**src/rtl/mem_sram_port_arbiter.sv**
```systemverilog
// Round-robin arbiter folding NumPorts memory request ports onto one single-port SRAM
// macro, with a fixed-latency response pipeline that routes each result to its port.
package mem_sram_port_arbiter_pkg;
   typedef struct packed {
      logic [31:0] addr;
      logic [63:0] data;
      logic [7:0]  strb;
      logic        write;
   } mem_req_q_t;

   typedef struct packed {
      logic       q_valid;
      mem_req_q_t q;
   } mem_req_default_t;

   typedef struct packed {
      logic        valid;
      logic [63:0] data;
   } mem_rsp_p_t;

   typedef struct packed {
      logic       q_ready;
      mem_rsp_p_t p;
   } mem_rsp_default_t;
endpackage

module mem_sram_port_arbiter
   import mem_sram_port_arbiter_pkg::*;
#(
   parameter type         mem_req_t     = mem_req_default_t,
   parameter type         mem_rsp_t     = mem_rsp_default_t,
   parameter int unsigned NumPorts      = 2,
   parameter int unsigned AddrWidth     = 32,
   parameter int unsigned DataWidth     = 64,
   parameter int unsigned SramAddrWidth = 10,
   parameter int unsigned SramLatency   = 1
) (
   input  logic                         clk_i,
   input  logic                         rst_i,
   input  mem_req_t [NumPorts-1:0]      mem_req_i,
   output mem_rsp_t [NumPorts-1:0]      mem_rsp_o,
   output logic                         sram_req_o,
   output logic                         sram_we_o,
   output logic [SramAddrWidth-1:0]     sram_addr_o,
   output logic [DataWidth-1:0]         sram_wdata_o,
   output logic [DataWidth/8-1:0]       sram_be_o,
   input  logic [DataWidth-1:0]         sram_rdata_i
);
   localparam int unsigned StrbWidth = DataWidth / 8;
   localparam int unsigned OffW      = $clog2(StrbWidth);
   localparam int unsigned PortIdW   = (NumPorts > 1) ? $clog2(NumPorts) : 1;

   typedef struct packed {
      logic               valid;
      logic [PortIdW-1:0] port_id;
      logic               was_write;
   } pipe_entry_t;

   logic [NumPorts-1:0]           req_vec;
   logic [NumPorts-1:0]           gnt_onehot;
   logic                          grant_valid;
   logic [PortIdW-1:0]            grant_idx;
   logic [PortIdW-1:0]            last_grant_q, last_grant_d;
   pipe_entry_t [SramLatency-1:0] pipe_q, pipe_d;
   pipe_entry_t                   pipe_tail;
   logic [AddrWidth-1:0]          sel_addr;
   logic                          unused_sel_addr;

   always_comb begin
      req_vec = '0;
      for (int i = 0; i < NumPorts; i++) begin
         req_vec[i] = mem_req_i[i].q_valid & ~rst_i;
      end
   end

   // Ports above the pointer win first; the second pass wraps around to port 0.
   always_comb begin
      grant_valid = 1'b0;
      grant_idx   = '0;
      for (int i = 0; i < NumPorts; i++) begin
         if (!grant_valid && req_vec[i] && (PortIdW'(i) > last_grant_q)) begin
            grant_valid = 1'b1;
            grant_idx   = PortIdW'(i);
         end
      end
      for (int i = 0; i < NumPorts; i++) begin
         if (!grant_valid && req_vec[i]) begin
            grant_valid = 1'b1;
            grant_idx   = PortIdW'(i);
         end
      end
      last_grant_d = grant_valid ? grant_idx : last_grant_q;
   end

   always_comb begin
      gnt_onehot = '0;
      for (int i = 0; i < NumPorts; i++) begin
         gnt_onehot[i] = grant_valid && (grant_idx == PortIdW'(i));
      end
   end

   always_comb begin
      sram_req_o   = grant_valid;
      sram_we_o    = 1'b0;
      sel_addr     = '0;
      sram_wdata_o = '0;
      sram_be_o    = '0;
      for (int i = 0; i < NumPorts; i++) begin
         if (gnt_onehot[i]) begin
            sram_we_o    = mem_req_i[i].q.write;
            sel_addr     = mem_req_i[i].q.addr;
            sram_wdata_o = mem_req_i[i].q.data;
            sram_be_o    = mem_req_i[i].q.write ? mem_req_i[i].q.strb : '1;
         end
      end
   end

   // Byte offset and the bits above the macro depth are dropped, so addresses alias.
   assign sram_addr_o     = sel_addr[SramAddrWidth+OffW-1:OffW];
   assign unused_sel_addr = ^sel_addr;

   always_comb begin
      pipe_d              = pipe_q;
      pipe_d[0].valid     = grant_valid;
      pipe_d[0].port_id   = grant_idx;
      pipe_d[0].was_write = sram_we_o;
      for (int i = 1; i < SramLatency; i++) begin
         pipe_d[i] = pipe_q[i-1];
      end
   end

   always_ff @(posedge clk_i) begin
      if (rst_i) begin
         last_grant_q <= PortIdW'(NumPorts - 1);
         pipe_q       <= '0;
      end else begin
         last_grant_q <= last_grant_d;
         pipe_q       <= pipe_d;
      end
   end

   assign pipe_tail = pipe_q[SramLatency-1];

   // The tail entry lines up with the macro's read data, so it retires straight out.
   always_comb begin
      mem_rsp_o = '0;
      for (int i = 0; i < NumPorts; i++) begin
         mem_rsp_o[i].q_ready = gnt_onehot[i];
         if (pipe_tail.valid && !rst_i && (pipe_tail.port_id == PortIdW'(i))) begin
            mem_rsp_o[i].p.valid = 1'b1;
            mem_rsp_o[i].p.data  = pipe_tail.was_write ? '0 : sram_rdata_i;
         end
      end
   end

endmodule

```
**config.mk**
```make
export PLATFORM = sky130hd
export DESIGN_NAME = mem_sram_port_arbiter
export DESIGN_NICKNAME = d
export VERILOG_FILES = /design/src/rtl/mem_sram_port_arbiter.sv
export SDC_FILE = /design/constraint.sdc
export NUM_CORES = 1
export LEC_CHECK = 0
export ABC_CLOCK_PERIOD_IN_PS = 2700
export BUFFER_PORTS_ARGS = -buffer_cell sky130_fd_sc_hd__clkbuf_2
export CAP_MARGIN = 10
export CORE_AREA = 2 2 189 191
export CTS_CLUSTER_SIZE = 25
export DETAILED_ROUTE_END_ITERATION = 12
export DIE_AREA = 0 0 191 193
export GPL_TIMING_DRIVEN = 1
export PLACE_DENSITY = 0.43
export SYNTH_ARGS = -nofsm -noshare
export SYNTH_HDL_FRONTEND = slang
export SYNTH_SLANG_ARGS = --single-unit
export TNS_END_PERCENT = 5
```
**constraint.sdc**
```tcl
create_clock -name clk_i -period 2.7 [get_ports clk_i]
set_input_delay 0.405 -clock clk_i [delete_from_list [all_inputs] [get_ports clk_i]]
set_output_delay 0.405 -clock clk_i [all_outputs]
set_load 0.02 [all_outputs]
```
==> results.ini, run 1 <==
[status]
status = completed

[grt]
grt_start_max_net_pins = 70
grt_pass1_vias = 3975
grt_usage = 0.0781
antenna_found_initial = 3
grt_pass1_wl_microns = 22200
grt_overflow = 0

[die]
fp-row-count = 69
ios = 494
initial_core_util = 0.0807
die_y_microns = 193
die_w_microns = 191
dieArea_sq_mm = 0.0369
core_area_sq_mm = 0.0350

[drt]
drt_wl_total_microns = 16500
met1_length_microns = 6140
postRouteAntennaNets = 0
topRoutingLayerUsed = met4
vias_per_cell = 3.28
drtPass1Iterations = 4
route.met3.wl_microns = 1480
vias = 4559
routedWlPerCell_microns = 11.9
drc_errors = 0
wl_met2_microns = 8680
drt_iter0_drc = 39

[clocking]
cts_buffers = 3
clock_path_buffers = 2
post_cts_resized = 0
postCtsSetupRepairBufs = 0
cts_tree = done
h-tree-depth = 1
holdBufCountCts = 0
cts.clk_slew.worst_paths_ns = 0.03
ctsRootBufferMaster = clkbuf_16
worstSkewPairLatency_ns = 0.22
clock-sinks = 4

[finish]
fin_util = 0.160
finalInstanceArea_sq_mm = 0.00560
drive_gt1_frac = 0.516
finalNetCount = 1205
area_growth_pct = 98.3
final_cells = 1390

[placed_design]
portBuffers = 449
dp_slack_ns = 0.485
gp_congestion = 0.693
post-place-cells = 1383
dpl_cell_area_sq_mm = 0.00551
hpwl_microns = 14800

[logic_synthesis]
yosysWarnings = 0
ys_seq_elements = 4
avgSynthCellArea_sq_um = 5.63
synthAdderAreaFrac = 0
syn_area_sq_mm = 0.00282
yosysTopAreaCell = mux2i_1
synth-simple-area-share = 0.467
synth_top_area_frac = 0.270
synthFlopType = dfxtp_1
synth_xor_area_frac = 0
synthTopCellsByCount = nor2_1, inv_1, nand2_1, mux2i_1, nand2b_1
synth-edff-count = 0
netlist_instances = 501
synthTopCellsByArea = mux2i_1, nor2_1, nand2b_1
synth_top_family_by_area = simple AND/OR/NAND/NOR gates
syn_nets = 779
yosysMostFrequentCell = nor2_1
muxShareOfSynthArea = 0.270
synth_cell_types = 20
async_flop_share = 0
yosysSeqAreaShare = 0.0284
synth_compound_area_frac = 0.0288

[job]
cap_violations = 0

[critical_path]
slowest_stage = dfxtp_1
crit_chain = nand2_1 > nand3b_1 > buf_12 > buf_12 > mux2i_1 > clkbuf_2
path_max_fanout = 32
cpMostUsedCell = buf_12
arrival_ns = 1.82
start_kind = register
reg2reg_to = pipe_q[0]$_SDFF_PP0_
critPathKind = register to output pin
required_ns = 2.30
rr_worst_depth = 5
crit_path_end_kind = output pin
max_stage_delay_ns = 0.34
reg2reg_slack_ns = 1.27
crit-reg2reg-launch = last_grant_q$_SDFFE_PP1P_

[sta]
hold_viol = 0
clock.fmax_mhz = 449
finalCritPeriodShare = 0.824
max_slew_margin = 0.504
timing.final.ws_setup_ns = 0.475
worst_slew_pin_slew_ns = 0.744
fin_setup_tns_ns = 0
slew_violations = 0
finalSetupViolCount = 0
rsz0062_at_grt = no
skew_ns = 0.00328
post-route-min-period_ns = 2.22
hold_ws_ns = 0.464

[pwr]
power_mw = 1.18
ir_drop_v = 0.000140
leakage_nw = 3.81
power-per-cell-area_mw_per_mm2 = 210

[hold_path]
min_from = rst_i
worstHoldPathCells = 2
hold_end = last_grant_q$_SDFFE_PP1P_
hp-class = input port to register

-- logic make-up (layout without fill, tap and decap cells) --
family / after synthesis / in the layout
flops: 4 / 4
simple gates: 291 / 291
buf+inv: 119 / 543
compound gates: 11 / 11
other cells: 0 / 4
mux: 76 / 76
-- worst max-delay path, delay by kind of cell, from the launching register on --
kind                   cells  cell delay (ns)
buffers and inverters      3             0.69
AND/OR/NAND/NOR            2             0.25
flip-flops                 1             0.34
multiplexers               1             0.27
-- layout by cell type (no fill, tap or decap) --
master and n:
diode_2 4, nor2_1 126, buf_12 5, nor2_2 10, o21ai_0 1, mux2i_1 76, nand3b_1 2, o21ba_4 1
nand2_1 77, o22ai_1 8, dfxtp_1 3, buf_4 6, nor2b_1 9, or3b_2 1, clkinv_1 1, nand2b_1 66
inv_1 79, clkbuf_2 449, dfxtp_2 1, o21ba_2 1, clkbuf_16 3
-- power breakdown --
| group | switching, mW | total (mW) | internal, mW |
|---|---|---|---|
| clock | 0.0400 | 0.229 | 0.189 |
| sequential | 0.0122 | 0.0761 | 0.0639 |
| combinational | 0.512 | 0.870 | 0.359 |
-- state kept, by name (all words and copies together), names as in the netlist --
signal        flops
last_grant_q      1
pipe_q            3
-- metal layers --
layer  vias to the layer above  track usage
met5                         -            0
met4                         0       0.0125
met3                         8       0.0136
met2                       286        0.159
met1                      1919       0.0837
li1                       2346            -
-- layout make-up --
| class | instances | area (sq um) |
|---|---|---|
| antenna | 4 | 10.0 |
| clock buffer | 3 | 75.1 |
| fill | 4094 | 29400 |
| inverter | 80 | 300 |
| multi-input combinational | 378 | 2160 |
| sequential | 4 | 81.3 |
| tap | 461 | 577 |
| timing repair buffer | 460 | 2390 |
-- how the worst max path moves through the flow --
stage	startpoint	end	slack, ns	cells after the start
after floorplan	mem_req_i[105]	sram_wdata_o[33]	0.90	6
after global placement	rst_i	sram_wdata_o[5]	0.49	6
after detailed placement	rst_i	sram_wdata_o[5]	0.48	6
after CTS	last_grant_q$_SDFFE_PP1P_	sram_wdata_o[2]	0.45	6
after global routing	last_grant_q$_SDFFE_PP1P_	sram_wdata_o[9]	0.33	6
final	last_grant_q$_SDFFE_PP1P_	sram_wdata_o[9]	0.48	6
Power figures use the tool's default switching activity.
==> inputs of run 2 (changes only) <==
ABC_AREA = 1   (was not set)
ABC_CLOCK_PERIOD_IN_PS = 2000   (was 2700)
CORE_AREA = 2 2 192 194   (was 2 2 189 191)
DIE_AREA = 0 0 194 196   (was 0 0 191 193)
clock period = 2 ns   (was 2.7 ns; I/O delays follow)
==> run 2 against run 1 <==
  * Global-route usage increased by 1.0 points
  * Clock skew decreased by 0.0016 ns
  * Setup slack got worse by 0.33 ns
  * Total power is 43% higher
  * Sequential power increased by 54%
  * Area after synthesis shrank 12%
  * Sequential share of layout area is 0.11 points higher
  * Die area up 3.1%
  * Cell area fell by 4.3%
  * Combinational power rose by 43%
  * Via count increased by 11%
  * Sequential cell count unchanged
==> results.ini, run 2 <==
[status]
status = completed

[sta]
rsz0062_at_grt = no
worst_slew_pin_slew_ns = 0.597  ; -0.148 ns
max_slew_margin = 0.602  ; +0.0986
fin_setup_tns_ns = 0  ; unchanged
finalSetupViolCount = 0  ; unchanged
hold_viol = 0  ; unchanged
hold_ws_ns = 0.328  ; -0.136 ns
clock.fmax_mhz = 538
finalCritPeriodShare = 0.930
post-route-min-period_ns = 1.86
skew_ns = 0.00166  ; -0.00162 ns
slew_violations = 0  ; unchanged

[logic_synthesis]
syn_area_sq_mm = 0.00250  ; -12%
netlist_instances = 551  ; +10%
synthTopCellsByArea = nand2_1, nor3_1, nand3_1
yosysMostFrequentCell = nand2_1
synth_top_area_frac = 0.284  ; +0.0146
yosysWarnings = 0  ; unchanged
synthTopCellsByCount = nand2_1, nor3_1, nand3_1, inv_1, buf_2
avgSynthCellArea_sq_um = 4.53  ; -20%
yosysSeqAreaShare = 0.0321  ; +0.00370
synthFlopType = dfxtp_1
async_flop_share = 0  ; unchanged
ys_seq_elements = 4  ; unchanged
syn_nets = 829  ; +6.4%
synth-edff-count = 0  ; unchanged
synth_cell_types = 15  ; -25%
yosysTopAreaCell = nand2_1

[finish]
largest-register = pipe_q
layout_common_cells = clkbuf_2, nand2_1, nor3_1, nand3_1, inv_1
area_growth_pct = 114
largest_register_ffs = 3  ; unchanged
finalNetCount = 1245  ; +3.3%
layout_commonest_cell = clkbuf_2
drive_gt1_frac = 0.494  ; -0.0219
largestRegisters = pipe_q (3), last_grant_q (1)

[die]
ios = 494  ; unchanged
dieArea_sq_mm = 0.0380  ; +3.1%
die_y_microns = 196  ; +1.6%
fp-row-count = 70  ; +1.4%
die_w_microns = 194  ; +1.6%
initial_core_util = 0.0692  ; -0.0115
core_area_sq_mm = 0.0361  ; +3.2%

[clocking]
clock-sinks = 4  ; unchanged
post_cts_resized = 0  ; unchanged
postCtsSetupRepairBufs = 0  ; unchanged
cts.clk_slew.worst_paths_ns = 0.03  ; about the same
holdBufCountCts = 0  ; unchanged
clock_path_buffers = 2  ; unchanged
cts_buffers = 3  ; unchanged
cts_tree = done
ctsRootBufferMaster = clkbuf_16
h-tree-depth = 1  ; unchanged
worstSkewPairLatency_ns = 0.22  ; about the same

[hold_path]
worstHoldPathCells = 3  ; +1
hold_end = last_grant_q$_SDFFE_PP1P_
min_from = rst_i
hp-class = input port to register

[critical_path]
start_kind = register
critPathKind = register to output pin
arrival_ns = 1.56  ; -0.26 ns
rr_worst_depth = 5  ; unchanged
crit_path_end_kind = output pin
crit-reg2reg-launch = last_grant_q$_SDFFE_PP1P_
path_max_fanout = 67  ; +110%
max_stage_delay_ns = 0.30  ; -0.04 ns
slowest_stage = dfxtp_1
reg2reg_slack_ns = 0.81  ; -0.46 ns
reg2reg_to = pipe_q[0]$_SDFF_PP0_
crit_chain = nand2_1 > nand3_4 > inv_2 > buf_12 > nand2_1 > nand2_1 > clkbuf_2
required_ns = 1.70  ; -0.60 ns
cpMostUsedCell = nand2_1

[drt]
vias = 5083  ; +11%
drc_errors = 0  ; unchanged
postRouteAntennaNets = 0  ; unchanged
drtPass1Iterations = 4  ; unchanged
vias_per_cell = 3.54  ; +8.0%
routedWlPerCell_microns = 12.7  ; +6.9%
drt_iter0_drc = 97  ; +150%
drt_wl_total_microns = 18200  ; +10%

[pwr]
power-per-cell-area_mw_per_mm2 = 314  ; +50%
leakage_nw = 3.51  ; -7.9%
ir_drop_v = 0.000192  ; +37%
power_mw = 1.68  ; +43%

[grt]
antenna_found_initial = 3  ; unchanged
grt_start_max_net_pins = 68  ; -2.9%
grt_pass1_vias = 4795  ; +21%
grt_pass1_wl_microns = 26200  ; +18%
grt_overflow = 0  ; unchanged
grt_usage = 0.0882  ; +0.0101

[job]
cap_violations = 0  ; unchanged

[placed_design]
hpwl_microns = 15800  ; +6.4%
gp_congestion = 0.735  ; +6.0%
portBuffers = 449  ; unchanged

[run 2: changes by cell type in the layout (fill, tap and decap cells not counted), sizes merged, moves of 2 or more]
cell,before,now
nand2b,66,0
nor2,136,0
nand2,77,189
o22ai,8,0
nor3,0,128
diode,4,1
buf,11,19
nor2b,9,0
nand3,0,85
mux2i,76,0
inv,79,85
o21ba,2,0
[run 2: cells by family after synthesis]
logic type      after synthesis  share of synthesized area
compound gates                2                    0.00401
buf+inv                     142                      0.248
flops                         4                     0.0321
simple gates                403                      0.716
[run 2: area by class of cell]
type	instances	area, sq um
tap	468	586
multi-input combinational	405	1820
clock buffer	4	78.8
antenna	1	2.50
timing repair buffer	468	2460
fill	4279	30700
sequential	4	83.8
inverter	85	319
[run 2: layer usage]
layer  vias to the layer above  GRT usage  part of all wire
met2                       322      0.172              0.51
met5                         -          0            0.0015
met1                      2170     0.0924              0.37
li1                       2567          -                 -
met4                         4     0.0224             0.026
met3                        20     0.0239             0.090
[run 2: worst max path at each step]
stage,start,to
after floorplan,rst_i,mem_rsp_o[55]
after global placement,rst_i,sram_wdata_o[44]
after detailed placement,rst_i,sram_wdata_o[44]
after CTS,last_grant_q$_SDFFE_PP1P_,sram_we_o
after global routing,last_grant_q$_SDFFE_PP1P_,sram_wdata_o[44]
final,last_grant_q$_SDFFE_PP1P_,sram_wdata_o[20]
[run 2: power breakdown]
| part | switching [mW] | internal (mW) | total [mW] | leakage, nW |
|---|---|---|---|---|
| registers | 0.0303 | 0.0864 | 0.117 | 0.0339 |
| logic | 0.785 | 0.457 | 1.24 | 3.44 |
| clock network | 0.0592 | 0.264 | 0.323 | 0.0382 |
[run 2: worst max-delay path, delay by kind of cell, from the launching register on]
| family | cells | cell delay [ns] |
|---|---|---|
| flops | 1 | 0.30 |
| simple gates | 4 | 0.49 |
| buf+inv | 3 | 0.49 |
[run 2: metrics by stage]
step | instances | setup WS (ns) | utilization | instance area, sq um
2_1_floorplan | 551 | 0.453 | - | 2500
3_3_place_gp | 1430 | 0.213 | 0.146 | 5270
3_5_place_dp | 1430 | 0.209 | 0.146 | 5270
4_1_cts | 1434 | 0.0944 | 0.148 | 5350
5_1_grt | 1434 | 0.0204 | 0.148 | 5350
6_report | 1435 | 0.140 | 0.148 | 5350
==> inputs of run 3 (changes only) <==
ABC_CLOCK_PERIOD_IN_PS = 1900   (was 2000)
CORE_AREA = 2 2 191 193   (was 2 2 192 194)
DIE_AREA = 0 0 193 195   (was 0 0 194 196)
PLACE_DENSITY = 0.42   (was 0.43)
clock period = 1.9 ns   (was 2 ns; I/O delays follow)
==> run 3 against run 2 <==
  * Via count fell by 2.5%
  * Combinational power rose by 7%
  * First-iteration DRC count rose by 3.1%
  * Highest routed layer unchanged
  * Clock power rose by 6%
==> results.ini, run 3 (synthesized netlist as in run 2, its figures left out) <==
[status]
status = completed

[finish]
largestRegisters = pipe_q (3), last_grant_q (1)
layout_common_cells = clkbuf_2, nand2_1, nor3_1, nand3_1, inv_1
regArea_sq_um = 83.8  ; unchanged
area_growth_pct = 117
finalNetCount = 1248  ; +0.24%
largest_register_ffs = 3  ; unchanged
layout_commonest_cell = clkbuf_2
drive_gt1_frac = 0.495  ; +0.00157
multi_input_area_sq_mm = 0.00182  ; unchanged
fillers = 4162  ; -2.7%
antenna_cells = 0  ; -1
finalInstanceArea_sq_mm = 0.00543  ; +1.4%
largest-register = pipe_q

[pwr]
p_seq_frac = 0.068  ; about the same
switching_share = 0.518  ; -0.00217
leakage_nw = 3.55  ; +1.1%
p_switching_uw = 929  ; +6.3%
power_mw = 1.79  ; +6.7%
ir_drop_v = 0.000161  ; -16%
power-per-cell-area_mw_per_mm2 = 331  ; +5.2%
p_clk_frac = 0.191  ; about the same
intPower_uw = 865  ; +7.2%
comb_power_share = 0.741  ; +0.002

[die]
initial_core_util = 0.0705  ; +0.00134
core_area_sq_mm = 0.0354  ; -1.9%
dieArea_sq_mm = 0.0376  ; -1.0%
die_w_microns = 193  ; -0.52%
ios = 494  ; unchanged
fp-row-count = 69  ; -1.4%
die_y_microns = 195  ; -0.51%

[grt]
grt_pass1_wl_microns = 25000  ; -4.4%
antenna_found_initial = 1  ; -2
grt_start_max_net_pins = 69  ; +1.5%
grt_overflow = 0  ; unchanged
grt_usage = 0.0873  ; -0.000953
use_met3 = 0.0155  ; -0.00844
top_usage_layer = met2
grtUsageMet1 = 0.0965  ; +0.00410
met2_usage = 0.176  ; +0.00402
grt_pass1_vias = 4606  ; -3.9%

[clocking]
ctsRootBufferMaster = clkbuf_16
clock_path_buffers = 2  ; unchanged
cts_tree = done
clock-sinks = 4  ; unchanged
cts_buffers = 3  ; unchanged
holdBufCountCts = 0  ; unchanged
cts.clk_slew.worst_paths_ns = 0.03  ; about the same
worstSkewPairLatency_ns = 0.23  ; about the same
h-tree-depth = 1  ; unchanged

[critical_path]
crit_chain = nand2_1 > nand3_4 > buf_4 > clkbuf_16 > nand3_1 > nand2_1 > clkbuf_2
crit_path_end_kind = output pin
cpMostUsedCell = nand2_1
cp_top_family = buffers and inverters
start_kind = register
path_max_fanout = 34  ; -49%
cp_num_buf_inv = 3  ; unchanged
required_ns = 1.62  ; -0.08 ns
arrival_ns = 1.51  ; -0.05 ns
max_stage_delay_ns = 0.32  ; +0.02 ns
critPathKind = register to output pin
slowest_stage = dfxtp_1

[sta]
slew_violations = 0  ; unchanged
timing.final.ws_setup_ns = 0.105  ; -0.0355 ns
fin_setup_tns_ns = 0  ; unchanged
max_slew_margin = 0.594  ; -0.00819
finalSetupViolCount = 0  ; unchanged
clock.fmax_mhz = 557
skew_ns = 0.00410  ; +0.00245 ns
hold_ws_ns = 0.304  ; -0.0244 ns
finalCritPeriodShare = 0.945
post-route-min-period_ns = 1.79
worst_slew_pin_slew_ns = 0.609  ; +0.0123 ns
hold_viol = 0  ; unchanged

[drt]
drtPass1Iterations = 4  ; unchanged
drt_iter0_drc = 100  ; +3.1%
routedWlPerCell_microns = 13.0  ; +2.2%
vias = 4956  ; -2.5%
drc_errors = 0  ; unchanged
vias_per_cell = 3.47  ; -2.2%
postRouteAntennaNets = 0  ; unchanged
drt_wl_total_microns = 18500  ; +1.8%

[placed_design]
dp_slack_ns = 0.133  ; -0.0754 ns
gp_congestion = 0.747  ; +1.6%
hpwl_microns = 15600  ; -0.95%
dpl_cell_area_sq_mm = 0.00530  ; +0.45%
portBuffers = 449  ; unchanged

[hold_path]
hp-class = input port to register

[job]
cap_violations = 0  ; unchanged

-- run 3: cell types whose count changed in the layout (fill, tap and decap cells not counted) --
cell	delta
buf_6	+2
clkbuf_2	-5
buf_4	-2
clkbuf_16	+1
buf_12	+1
inv_8	+1
buf_16	+1
buf_2	+5
inv_2	-1
diode_2	-1
-- run 3: metrics by stage --
stage                     utilization  std cells
final                           0.153       1430
after global routing            0.153       1430
after CTS                       0.152       1428
after detailed placement        0.150       1424
after global placement          0.150       1424
after floorplan                     -        551
-- run 3: power by group through the flow --
stage	logic (mW)	registers [mW]	clock network (mW)
after detailed placement	1.33	0.125	0
after global routing	1.47	0.127	0.351
after floorplan	0.739	0.0939	0
after CTS	1.34	0.125	0.344
final	1.33	0.123	0.342
after global placement	1.34	0.125	0
-- run 3: worst paths after layout --
kind	end	startpoint	cells past startpoint	slack (ns)
min reg2reg	last_grant_q$_SDFFE_PP1P_	last_grant_q$_SDFFE_PP1P_	2	0.48
min	last_grant_q$_SDFFE_PP1P_	rst_i	3	0.30
max reg2reg	pipe_q[0]$_SDFF_PP0_	last_grant_q$_SDFFE_PP1P_	5	0.82
max	sram_addr_o[4]	last_grant_q$_SDFFE_PP1P_	7	0.11
-- run 3: cell type report --
type / count / area share
clock buffer: 4 / 0.0145
inverter: 85 / 0.0602
multi-input combinational: 405 / 0.335
sequential: 4 / 0.0154
tap: 461 / 0.106
timing repair buffer: 471 / 0.469
-- run 3: timing repair --
action / 4_1_cts / 5_1_grt
gates cloned: 0 / 1
resized for setup: 1 / 11
setup buffers: 0 / 1
endpoints found under the setup margin: 1 / 46
-- run 3: routing by layer --
metal	vias up	share of wire	routed length (microns)
met5	-	0.00070	13
met1	2078	0.40	7450
met3	7	0.084	1550
met2	291	0.51	9450
met4	2	0.0039	73
li1	2578	-	-
-- run 3: worst reg2reg max path, stage by stage, from the launching register on --
cell and delay, ns:
dfxtp_1 0.30, nand2_1 0.11, nand3_4 0.15, buf_16 0.21, nand3_1 0.11, nand2_1 0.08
